### src/rtl/bus_arbiter.sv
// Fixed-priority bus arbiter: the lowest-index enabled source drives a registered bus,
// with contention detection, a sticky contention flag and a saturating contention counter.
module bus_arbiter #(
  parameter int WIDTH     = 8,
  parameter int NSRC      = 8,
  parameter int HOLD_LAST = 1,
  localparam int IW       = $clog2(NSRC)
) (
  input  logic                  clk,
  input  logic                  rst,
  input  logic [NSRC-1:0]       oe_n,
  input  logic [NSRC*WIDTH-1:0] src,
  input  logic                  clear_err,
  output logic [WIDTH-1:0]      dout,
  output logic [IW-1:0]         drv_idx,
  output logic                  drv_valid,
  output logic                  contend,
  output logic                  contend_sticky,
  output logic [7:0]            contend_cnt
);

  function automatic int unsigned count_ones(input logic [NSRC-1:0] v);
    int unsigned n;
    n = 32'd0;
    for (int i = 0; i < NSRC; i++) begin
      n = n + {31'd0, v[i]};
    end
    return n;
  endfunction

  logic [NSRC-1:0]  req_s;
  logic             any_s;
  logic             multi_s;
  logic [IW-1:0]    win_s;
  logic [WIDTH-1:0] win_data_s;

  logic [WIDTH-1:0] dout_d, dout_q;
  logic [IW-1:0]    drv_idx_d, drv_idx_q;
  logic             drv_valid_d, drv_valid_q;
  logic             contend_d, contend_q;
  logic             sticky_d, sticky_q;
  logic [7:0]       cnt_d, cnt_q;

  // Winner selection: scanning high-to-low leaves the lowest requesting index.
  always_comb begin
    req_s      = ~oe_n;
    any_s      = |req_s;
    multi_s    = (count_ones(req_s) >= 32'd2);
    win_s      = '0;
    win_data_s = '0;
    for (int i = NSRC - 1; i >= 0; i--) begin
      win_s      = req_s[i] ? IW'(i) : win_s;
      win_data_s = req_s[i] ? src[i*WIDTH +: WIDTH] : win_data_s;
    end
  end

  // Next-state for bus value, driver index and contention status.
  always_comb begin
    dout_d      = dout_q;
    drv_idx_d   = drv_idx_q;
    drv_valid_d = 1'b0;
    contend_d   = multi_s;
    sticky_d    = sticky_q;
    cnt_d       = cnt_q;

    if (any_s) begin
      dout_d      = win_data_s;
      drv_idx_d   = win_s;
      drv_valid_d = 1'b1;
    end else if (HOLD_LAST == 0) begin
      dout_d = '0;
    end else begin
      dout_d = dout_q;
    end

    // Contention in the same cycle as clear_err restarts the count at one.
    if (multi_s) begin
      sticky_d = 1'b1;
      if (clear_err) begin
        cnt_d = 8'd1;
      end else if (cnt_q != 8'hFF) begin
        cnt_d = cnt_q + 8'd1;
      end else begin
        cnt_d = cnt_q;
      end
    end else if (clear_err) begin
      sticky_d = 1'b0;
      cnt_d    = 8'd0;
    end else begin
      sticky_d = sticky_q;
      cnt_d    = cnt_q;
    end
  end

  // State registers with asynchronous reset.
  always_ff @(posedge clk or posedge rst) begin
    if (rst) begin
      dout_q      <= '0;
      drv_idx_q   <= '0;
      drv_valid_q <= 1'b0;
      contend_q   <= 1'b0;
      sticky_q    <= 1'b0;
      cnt_q       <= 8'd0;
    end else begin
      dout_q      <= dout_d;
      drv_idx_q   <= drv_idx_d;
      drv_valid_q <= drv_valid_d;
      contend_q   <= contend_d;
      sticky_q    <= sticky_d;
      cnt_q       <= cnt_d;
    end
  end

  assign dout           = dout_q;
  assign drv_idx        = drv_idx_q;
  assign drv_valid      = drv_valid_q;
  assign contend        = contend_q;
  assign contend_sticky = sticky_q;
  assign contend_cnt    = cnt_q;

endmodule

### config.mk
export PLATFORM = sky130hd
export DESIGN_NAME = bus_arbiter
export DESIGN_NICKNAME = d
export VERILOG_FILES = /design/src/rtl/bus_arbiter.sv
export SDC_FILE = /design/constraint.sdc
export NUM_CORES = 1
export LEC_CHECK = 0
export CAP_MARGIN = 30
export CORE_UTILIZATION = 43
export CTS_BUF_LIST = sky130_fd_sc_hd__clkbuf_4 sky130_fd_sc_hd__clkbuf_8
export CTS_CLUSTER_SIZE = 20
export DETAILED_ROUTE_END_ITERATION = 6
export HOLD_SLACK_MARGIN = 0.06
export PLACE_DENSITY_LB_ADDON = 0.25
export SLEW_MARGIN = 20
export SYNTH_ARGS = -nofsm -noshare
export SYNTH_HDL_FRONTEND = slang
export SYNTH_SLANG_ARGS = --single-unit
### constraint.sdc
create_clock -name clk -period 2.7 [get_ports clk]
set_clock_uncertainty 0.05 [all_clocks]
set_input_delay 0.54 -clock clk [delete_from_list [all_inputs] [get_ports clk]]
set_output_delay 0.54 -clock clk [all_outputs]
set_load 0.05 [all_outputs]
Yosys cells after proc, flatten, opt, wreduce, memory -nomap -nowiden
Cells that the tools add are included.
{ "word_totals": {"regBits": 22, "input_bits": 75, "out_inout_bits": 22, "elab_cells": 44} }
{ "op_classes": {"n_addsub": 8, "magnitude_cmp": 1, "n_eq_ne": 1, "mux": 23, "bitwise": 1, "reduce_logical": 4} }
{ "ops": {"columns": ["op", "n"], "rows": [
  ["$mux 8", 12],
  ["$mux 3", 8],
  ["$add 7x1->8", 1],
  ["$add 8x1->8 const B", 1],
  ["$ge 8x2->1 const B", 1],
  ["$ne 8x8->1 const B", 1],
  ["$not 8->8", 1],
  ["$reduce_or 8->1", 1],
  ["$add 6x1->7", 1],
  ["$add 5x1->6", 1],
  ["$add 4x1->5", 1],
  ["$add 3x1->4", 1],
  ["$reduce_bool 2->1", 2],
  ["$add 2x1->3", 1],
  ["$mux 1", 3],
  ["$add 1x1->2", 1],
  ["$reduce_and 2->1", 1]
]} }

Depth between registers and ports, before layout
Gate-level depths: netlist of run 1.
{ "logic_depth": {"depth_word": 11, "depth_mapped": 13, "mapped_depth_nobuf": 11} }

Least setup slack after synthesis of run 1
Ideal clock, no wire load.
{ "synth_path": {"path_kind": "input port to flip-flop", "start": "in oe_n[0]", "end": "reg cnt_q[5], in the netlist contend_cnt[5]", "setup_ps": 125, "t_arrival_ps": 4344, "required_ps": 2525, "slack_ps": -1819, "path_stages": 12, "n_path_buf": 2, "cell_sequence": "clkbuf_1 -> clkbuf_1 -> inv_1 -> fa_1 -> fa_1 -> fa_1 -> ha_1 -> fa_1 -> nor2b_1 -> a41o_1 -> nor4_1 -> mux2_2"} }
{ "synth_between": {"elab_chain_len": 11, "elab_cells_between_ends": 12, "cone_classes": "7 x add/sub; 1 x order compare; 1 x mux; 1 x bitwise; 2 x reduce/logical"} }
{ "synth_rtl": {"columns": ["element", "line", "source"], "rows": [
  ["start: declaration", "11", "input logic [NSRC-1:0] oe_n,"],
  ["$not 8->8 (*)", "46", "req_s = ~oe_n;"],
  ["$add 1x1->2 (*)", "26", "n = n + {31'd0, v[i]};"],
  ["$add 2x1->3 (*)", "26", null],
  ["$add 3x1->4 (*)", "26", null],
  ["$add 4x1->5 (*)", "26", null],
  ["$add 5x1->6 (*)", "26", null],
  ["$add 6x1->7 (*)", "26", null],
  ["$add 7x1->8 (*)", "26", null],
  ["$ge 8x2->1 (*)", "48", "multi_s = (count_ones(req_s) >= 32'd2);"],
  ["$reduce_bool 2->1 (no line)", null, null],
  ["$reduce_and 2->1 (no line)", null, null],
  ["end signal: assignment", "110", "cnt_q <= cnt_d;"],
  ["end: declaration", "42", "logic [7:0] cnt_d, cnt_q;"]
]} }
Every way passes the cells marked *; elsewhere a longest branch is shown, timed or not.
A chain may end at the register's enable or synchronous reset.

Worst setup path in the final report of run 1
{ "layout_path": {"start": "in oe_n[1]", "end": "reg cnt_q[5], in the netlist contend_cnt[5]"} }
The elaborated chain is that of the path after synthesis.

==> results of run 1 <==
## flip-flops by register name, indices dropped and copies added, names as in the netlist
signal and count:
dout 8, drv_valid 1, drv_idx 3, contend 1, contend_cnt 8, contend_sticky 1
## worst paths after layout
path	slack, ps	to	cells past startpoint	from
worst max-delay path	-1170	contend_cnt[5]	11	oe_n[1]
worst min-delay path	500	dout[4]	2	dout[4]
worst max register to register	510	contend_cnt[5]	5	contend_cnt[1]
worst min register to register	500	dout[4]	2	dout[4]
max in group asynchronous	1820	drv_idx[0]	3	rst
min in group asynchronous	560	contend_cnt[7]	3	rst
## cell type report
cell class	count	area (um^2)	area share
clock buffer	3	41.3	0.0132
clock inverter	1	30.0	0.00958
inverter	15	67.6	0.0216
multi-input combinational	161	1190	0.380
sequential	22	551	0.176
tap	48	60.1	0.0192
timing repair buffer	125	1190	0.381
## through the flow
| step | TNS, ps | total power [mW] | cell area [um^2] | utilization |
|---|---|---|---|---|
| 4_1_cts | -16620 | 1.48 | 3130 | 0.837 |
| 2_1_floorplan | -11040 | 0.802 | 1770 | - |
| 6_report | -9800 | 1.54 | 3130 | 0.837 |
| 3_5_place_dp | -16280 | 1.10 | 2820 | 0.752 |
| 5_1_grt | -10450 | 1.61 | 3130 | 0.837 |
| 3_3_place_gp | -14980 | 1.08 | 2820 | 0.752 |
## where the power goes
group / internal (mW) / switching (mW) / leakage [nW] / total [mW]
Clock: 0.198 / 0.113 / 0.0357 / 0.311
Sequential: 0.374 / 0.0370 / 0.267 / 0.411
Combinational: 0.371 / 0.447 / 0.947 / 0.818
Total: 0.943 / 0.596 / 1.25 / 1.54
## what timing repair did
item	4_1_cts	5_1_grt
pin swaps	16	14
endpoints found under the setup margin	10	19
cloned	0	0
hold buffers	0	0
resized for setup	34	15
setup buffers	22	2
## worst max-delay path, cell delays in order
cell and delay, ps:
buf_8 90, inv_4 30, fa_2 600, fa_2 480
fa_1 470, ha_2 200, fa_1 600, nor2b_2 70
a41o_4 290, nor4_4 270, mux2_4 330
## cells in the mapped netlist, types with 2 or more instances
cell,count
nor2_1,32
dfrtp_1,22
a21oi_1,20
a221o_1,15
clkbuf_1,14
inv_1,12
a31oi_1,11
nand2b_1,10
o22ai_1,10
nand2_1,9
o2111ai_1,8
nor2b_1,6
ha_1,5
fa_1,4
nand3_1,4
nand4_1,4
nor3_1,4
clkinv_1,3
o21ai_0,3
a41o_1,2
mux2_2,2
nor4_1,2
## cell families after synthesis
family / Yosys count / share of synthesized area
DFF: 22 / 0.319
muxes: 3 / 0.0189
AOI/OAI and AO/OA: 75 / 0.312
adders and majority gates: 9 / 0.0827
and+or+nand+nor: 74 / 0.205
buffers and inverters: 29 / 0.0631
## metal layers
layer  vias to the layer above  global-route usage  part of all wire
met4                         0               0.141             0.031
met5                         -                   0                 0
met1                      1064               0.377              0.36
met2                       119               0.653              0.54
met3                        17              0.0521             0.062
li1                       1028                   -                 -
==> flow_summary.json, run 1 <==
{
  "violations": "setup timing",
  "synth.area.top_cells": "dfrtp_1, a221o_1, nor2_1, a21oi_1, fa_1",
  "syn_area_mm2": 0.00173,
  "synth-seq-area-share": 0.319,
  "crit_fanout": 7,
  "antenna_cells": 0,
  "critical_path_class": "in -> reg",
  "ys_types": 32,
  "overflow": 0,
  "post-place-ws_ps": -1800,
  "io_buffers": 96,
  "max_freq_mhz": 258,
  "hold_class": "reg -> reg",
  "grt_pass1_vias": 2243,
  "layout_common_cells": "clkdlybuf4s50_1, nor2_1, buf_4",
  "wirelength_mm": 7.18,
  "drive_gt1_frac": 0.196,
  "final-setup-viol-count": 10,
  "firstDrtPassIters": 5,
  "clk_path_buf_depth": 2,
  "fp.dieH_um": 65.3,
  "num_io_pins": 97,
  "dp_hpwl_mm": 4.64,
  "rsz0062_at_grt": "yes",
  "cts_tree": "built",
  "clk_latency_ps": 260,
  "arrival_ps": 3980,
  "startpoint_type": "input port",
  "synth-edff-count": 0,
  "finalWorstSetupSlack_ps": -1170,
  "track_usage": 0.345,
  "layout_commonest_cell": "clkdlybuf4s50_1",
  "final_antenna_net_count": 0,
  "fp.dieW_um": 65.3,
  "grt_max_degree": 30,
  "fill_cells": 232,
  "ys.flop_type": "dfrtp_1",
  "power_density_mw_per_mm2": 491,
  "antenna_found_initial": 0,
  "dpl.cell_count": 358,
  "worst_slew_pin_slew_ps": 1080,
  "cts-root-buf": "clkbuf_8",
  "drt-initial-drc-count": 192,
  "clock-sinks": 22,
  "cp_data_required_time_ps": 2810,
  "outcome": "finished with violations",
  "ys_async_sr_fraction": 1.00,
  "power_leakage_nw": 1.25,
  "wl_per_cell_um": 19.1,
  "nNetsFinal": 412,
  "initial_core_util": 0.461,
  "stdcell_count": 375,
  "synth_top_area_frac": 0.319,
  "vias_per_cell": 5.94,
  "avgSynthCellArea_um2": 8.14,
  "min_period_ps": 3870,
  "fin_crit_sh": 1.43,
  "netlist_instances": 212,
  "hold_viol": 0,
  "drv_slew": 0,
  "slew_headroom": 0.274,
  "whs_ps": 503,
  "vias": 2228,
  "ys_ff_latch": 22,
  "cap_violations": 0,
  "core_area_mm2": 0.00374,
  "clk_pin_slew_ps": 80,
  "die_area_mm2": 0.00427,
  "numCtsBuffers": 3,
  "synth_top_area_cell": "dfrtp_1",
  "peakVddDrop_mv": 0.441,
  "synth_nets": 296,
  "drc": 0,
  "gp_congestion": 0.880,
  "cts.htree.levels": 1,
  "placementRows": 22,
  "end_kind": "flip-flop",
  "yosys_warnings": 0,
  "grt_pass1_wl_mm": 11.0,
  "areaGrowthSynthToFinish_pct": 81.6
}
Note: power is estimated with default switching activity, not from simulation.
==> run 2: changes to the inputs <==
--- a/config.mk
+++ b/config.mk
@@ -6,8 +6,9 @@
 export NUM_CORES = 1
 export LEC_CHECK = 0
 export CAP_MARGIN = 30
-export CORE_UTILIZATION = 43
+export CORE_UTILIZATION = 36
 export CTS_BUF_LIST = sky130_fd_sc_hd__clkbuf_4 sky130_fd_sc_hd__clkbuf_8
+export CTS_CLUSTER_DIAMETER = 120
 export CTS_CLUSTER_SIZE = 20
 export DETAILED_ROUTE_END_ITERATION = 6
 export HOLD_SLACK_MARGIN = 0.06
==> constraint.sdc (replaced) <==
create_clock -name clk -period 3.21 [get_ports clk]
set_clock_uncertainty 0.05 [all_clocks]
set_input_delay 0.642 -clock clk [delete_from_list [all_inputs] [get_ports clk]]
set_output_delay 0.642 -clock clk [all_outputs]
set_load 0.05 [all_outputs]
==> flow_summary.json, run 2 (synthesized netlist as in run 1, its figures left out) <==
{
  "outcome": "finished with violations",
  "fin_crit_sh": 1.22,
  "drt-initial-drc-count": 157,
  "clk_latency_ps": 260,
  "globalRouteMet1Util": 0.316,
  "use_met3": 0.0422,
  "antenna_cells": 0,
  "net-switching-power_uw": 482,
  "final-setup-viol-count": 10,
  "final_antenna_net_count": 0,
  "end_kind": "flip-flop",
  "min_from": "contend_sticky",
  "power_density_mw_per_mm2": 404,
  "r2r-start": "contend_cnt[0]",
  "cts_tree": "built",
  "overflow": 0,
  "whs_ps": 500,
  "antenna_found_initial": 0,
  "max_freq_mhz": 256,
  "fin_setup_tns_ps": -5640,
  "track_usage": 0.245,
  "startpoint_type": "input port",
  "fill_cells": 380,
  "peakVddDrop_mv": 0.345,
  "placementRows": 24,
  "initial_core_util": 0.386,
  "fp.dieH_um": 71.2,
  "cts-root-buf": "clkbuf_8",
  "hold_viol": 0,
  "p_comb_frac": 0.557,
  "power_leakage_nw": 1.20,
  "min_period_ps": 3900,
  "p_sw_frac": 0.394,
  "num_io_pins": 97,
  "clk_pin_slew_ps": 80,
  "crit_fanout": 5,
  "layout_commonest_cell": "clkdlybuf4s50_1",
  "cts.htree.levels": 1,
  "busiest_layer": "met2",
  "vias": 2141,
  "cts_hold_buf": 0,
  "die_area_mm2": 0.00507,
  "layout_common_cells": "clkdlybuf4s50_1, nor2_1, dfrtp_1",
  "grt_pass1_vias": 2080,
  "clock-sinks": 22,
  "drc": 8,
  "worst_slew_pin_slew_ps": 1200,
  "rsz0062_at_grt": "yes",
  "wirelength_mm": 6.24,
  "drv_slew": 0,
  "reg2reg_setup_slack_ps": 830,
  "drive_gt1_frac": 0.158,
  "reg2reg_to": "contend_cnt[5]",
  "cap_violations": 0,
  "nNetsFinal": 402,
  "critical_path_class": "in -> reg",
  "slew_headroom": 0.193,
  "total_power_mw": 1.22,
  "fp.dieW_um": 71.2,
  "numCtsBuffers": 3,
  "finalWorstSetupSlack_ps": -693,
  "grt_pass1_wl_mm": 9.78,
  "r2r_cells": 5,
  "arrival_ps": 4040,
  "wl_per_cell_um": 16.9,
  "min_to": "contend_sticky",
  "gp_congestion": 0.804,
  "areaGrowthSynthToFinish_pct": 75.6,
  "io_buffers": 96,
  "dp_hpwl_mm": 4.70,
  "grt_util_met2": 0.424,
  "grt_max_degree": 30,
  "whs_path_depth": 2,
  "vias_per_cell": 5.80,
  "cp_data_required_time_ps": 3350,
  "p_clk_frac": 0.163,
  "hold_class": "reg -> reg",
  "intPower_uw": 741,
  "clk_path_buf_depth": 2,
  "core_area_mm2": 0.00447,
  "violations": "DRC, setup timing",
  "seq_power_share": 0.280,
  "startpoint": "oe_n[3]",
  "firstDrtPassIters": 6
}
==> run 2: changes by cell type in the layout (fill, tap and decap cells not counted), sizes merged <==
cell	delta
buf	-10
clkbuf	+1
inv	+1
bufinv	-1
clkinv	-1
==> run 2: what timing repair did <==
item / 4_1_cts / 5_1_grt
setup buffers: 3 / 1
hold endpoints to repair: 0 / 0
gates resized for setup: 27 / 18
pin swaps: 9 / 9
setup endpoints to repair: 10 / 10
==> run 2: worst max path at each step <==
stage	endpoint	slack, ps	cells past startpoint
after floorplan	contend_cnt[5]	-950	12
after global placement	contend_cnt[5]	-1290	11
after detailed placement	contend_cnt[5]	-1370	11
after CTS	contend_cnt[5]	-670	11
after global routing	contend_cnt[3]	-740	11
final	contend_cnt[3]	-690	11
==> run 2: power groups by stage <==
stage	Combinational, mW	Sequential, mW	Clock, mW
after global routing	0.725	0.348	0.216
after global placement	0.573	0.348	0
after detailed placement	0.581	0.349	0
final	0.681	0.343	0.199
after floorplan	0.195	0.479	0
after CTS	0.623	0.343	0.201
==> run 2: cell type report <==
class,instances,area [um^2],area share
tap,52,65.1,0.0215
inverter,15,65.1,0.0215
timing repair buffer,115,1110,0.367
sequential,22,551,0.182
clock buffer,4,55.1,0.0182
multi-input combinational,161,1180,0.390
==> run 2: metrics by stage <==
stage | utilization | cell area (um^2) | instances | setup slack [ps]
2_1_floorplan | - | 1770 | 212 | -948
4_1_cts | 0.654 | 2930 | 368 | -668
3_3_place_gp | 0.629 | 2810 | 361 | -1290
5_1_grt | 0.677 | 3030 | 369 | -736
3_5_place_dp | 0.629 | 2810 | 361 | -1370
6_report | 0.677 | 3030 | 369 | -693
==> run 2: per-layer routing <==
metal  up-vias  share of wire
li1       1010              -
met1      1027           0.41
met2        88           0.50
met3        16          0.060
met4         0          0.028
met5         -              0
==> run 2: worst max-delay path, stage by stage <==
cell,delay [ps]
buf_8,80
clkinv_4,40
fa_1,550
fa_1,440
fa_1,490
ha_4,190
fa_1,580
nor2b_1,70
a41o_2,320
or4_4,490
a21oi_2,130
==> run 3: changes to the inputs <==
--- a/config.mk
+++ b/config.mk
@@ -13,6 +13,7 @@
 export DETAILED_ROUTE_END_ITERATION = 6
 export HOLD_SLACK_MARGIN = 0.06
 export PLACE_DENSITY_LB_ADDON = 0.25
+export RECOVER_POWER = 100
 export SLEW_MARGIN = 20
 export SYNTH_ARGS = -nofsm -noshare
 export SYNTH_HDL_FRONTEND = slang
==> flow_summary.json, run 3 (synthesized netlist as in run 1, its figures left out) <==
{
  "startpoint_type": "input port",
  "cap_violations": 0,
  "areaGrowthSynthToFinish_pct": 75.3,
  "fp.dieW_um": 71.2,
  "final_antenna_net_count": 0,
  "vias_per_cell": 5.79,
  "slew_headroom": 0.195,
  "wl_per_cell_um": 16.9,
  "clk_path_buf_depth": 2,
  "drt-initial-drc-count": 155,
  "fin_crit_sh": 1.22,
  "gp_congestion": 0.804,
  "violations": "DRC, setup timing",
  "core_area_mm2": 0.00447,
  "clk_latency_ps": 260,
  "crit_family": "adder cells",
  "rsz0062_at_grt": "yes",
  "power_density_mw_per_mm2": 399,
  "final-setup-viol-count": 10,
  "max_freq_mhz": 256,
  "layout_commonest_cell": "clkdlybuf4s50_1",
  "grt_pass1_wl_mm": 9.78,
  "path_cells": "buf_8 > clkinv_4 > fa_1 > fa_1 > fa_1 > ha_4 > fa_1 > nor2b_1 > a41o_2 > or4_4 > a21oi_2",
  "drive_gt1_frac": 0.151,
  "min_period_ps": 3900,
  "antenna_found_initial": 0,
  "critical_path_class": "in -> reg",
  "worst_slew_pin_slew_ps": 1200,
  "grt_pass1_vias": 2080,
  "layout_common_cells": "clkdlybuf4s50_1, nor2_1, dlygate4sd3_1",
  "dpl.cell_count": 361,
  "cts_tree": "built",
  "crit_path_top_delay_cell": "fa_1",
  "crit_top_cell": "fa_1",
  "p_sw_frac": 0.398,
  "antenna_cells": 0,
  "firstDrtPassIters": 6,
  "cp_num_buf_inv": 2,
  "vias": 2135,
  "fill_cells": 382,
  "peakVddDrop_mv": 0.339,
  "wirelength_mm": 6.24,
  "nNetsFinal": 402,
  "outcome": "finished with violations",
  "clk_pin_slew_ps": 80,
  "whs_ps": 496,
  "seq_power_share": 0.283,
  "die_area_mm2": 0.00507,
  "total_power_mw": 1.21,
  "power_leakage_nw": 1.22,
  "overflow": 0,
  "drc": 8,
  "post-place-ws_ps": -1370,
  "finalWorstSetupSlack_ps": -694,
  "drv_slew": 0,
  "track_usage": 0.245,
  "fin_setup_tns_ps": -5660,
  "hold_class": "reg -> reg",
  "io_buffers": 96,
  "dp_hpwl_mm": 4.70,
  "arrival_ps": 4040,
  "placementRows": 24,
  "net-switching-power_uw": 481,
  "num_io_pins": 97,
  "hold_viol": 0,
  "crit_fanout": 5,
  "cp_slowest_stage_delay_ps": 580,
  "cts.htree.levels": 1,
  "p_comb_frac": 0.552,
  "clock-sinks": 22,
  "stdcell_count": 369,
  "intPower_uw": 726,
  "numCtsBuffers": 3,
  "fp.dieH_um": 71.2,
  "grt_max_degree": 30,
  "initial_core_util": 0.386,
  "cts-root-buf": "clkbuf_8",
  "end_kind": "flip-flop",
  "p_clk_frac": 0.165,
  "cp_data_required_time_ps": 3350
}
run 3: changes by cell type in the layout (fill, tap and decap cells not counted):
cell	delta
clkbuf_1	+1
or2_2	-1
buf_4	-1
or2_0	+1
dlygate4sd3_1	+23
clkdlybuf4s50_1	-23
run 3: timing repair:
item,in CTS,in global routing
cloned,0,0
pin swaps,9,9
setup buffers,3,1
endpoints found under the setup margin,10,10
hold endpoints to repair,0,0
gates resized for setup,27,18
hold buffers,0,0
run 3: per-layer routing:
metal  routed length [um]  track usage  vias to the layer above
li1                     -            -                     1011
met5                    0            0                        -
met2                 3090        0.424                       79
met1                 2640        0.316                     1029
met4                  172       0.0667                        0
met3                  341       0.0422                       16
run 3: power by group through the flow:
stage | clock network [mW] | registers [mW] | logic [mW]
5_1_grt | 0.216 | 0.347 | 0.711
3_3_place_gp | 0 | 0.348 | 0.573
4_1_cts | 0.201 | 0.343 | 0.623
3_5_place_dp | 0 | 0.349 | 0.581
2_1_floorplan | 0 | 0.479 | 0.195
6_report | 0.199 | 0.341 | 0.667
run 3: cell type report:
class	count	area [um^2]	area share
Clock buffer	4	55.1	0.0182
Tap cell	52	65.1	0.0215
Multi-Input combinational cell	161	1180	0.390
Timing Repair Buffer	115	1110	0.366
Sequential cell	22	551	0.182
Inverter	15	65.1	0.0215
run 3: final timing paths:
path / from / end / slack, ps / cells after the start
setup / recovery: oe_n[3] / contend_cnt[3] / -690 / 11
hold / removal: contend_sticky / contend_sticky / 500 / 2
setup reg to reg: contend_cnt[0] / contend_cnt[5] / 850 / 5
hold reg to reg: contend_sticky / contend_sticky / 500 / 2
max in group asynchronous: rst / dout[1] / 1660 / 2
min in group asynchronous: rst / drv_valid / 930 / 2
run 3: through the flow:
step | cell area (um^2) | utilization
floorplan | 1770 | -
detailed placement | 2810 | 0.629
global placement | 2810 | 0.629
CTS | 2930 | 0.654
finish | 3030 | 0.676
global route | 3030 | 0.676
run 3: tightest hold or removal path: stages, from the launching register on:
cell     delay, ps
dfrtp_1        370
inv_1           60
o21ai_0         70
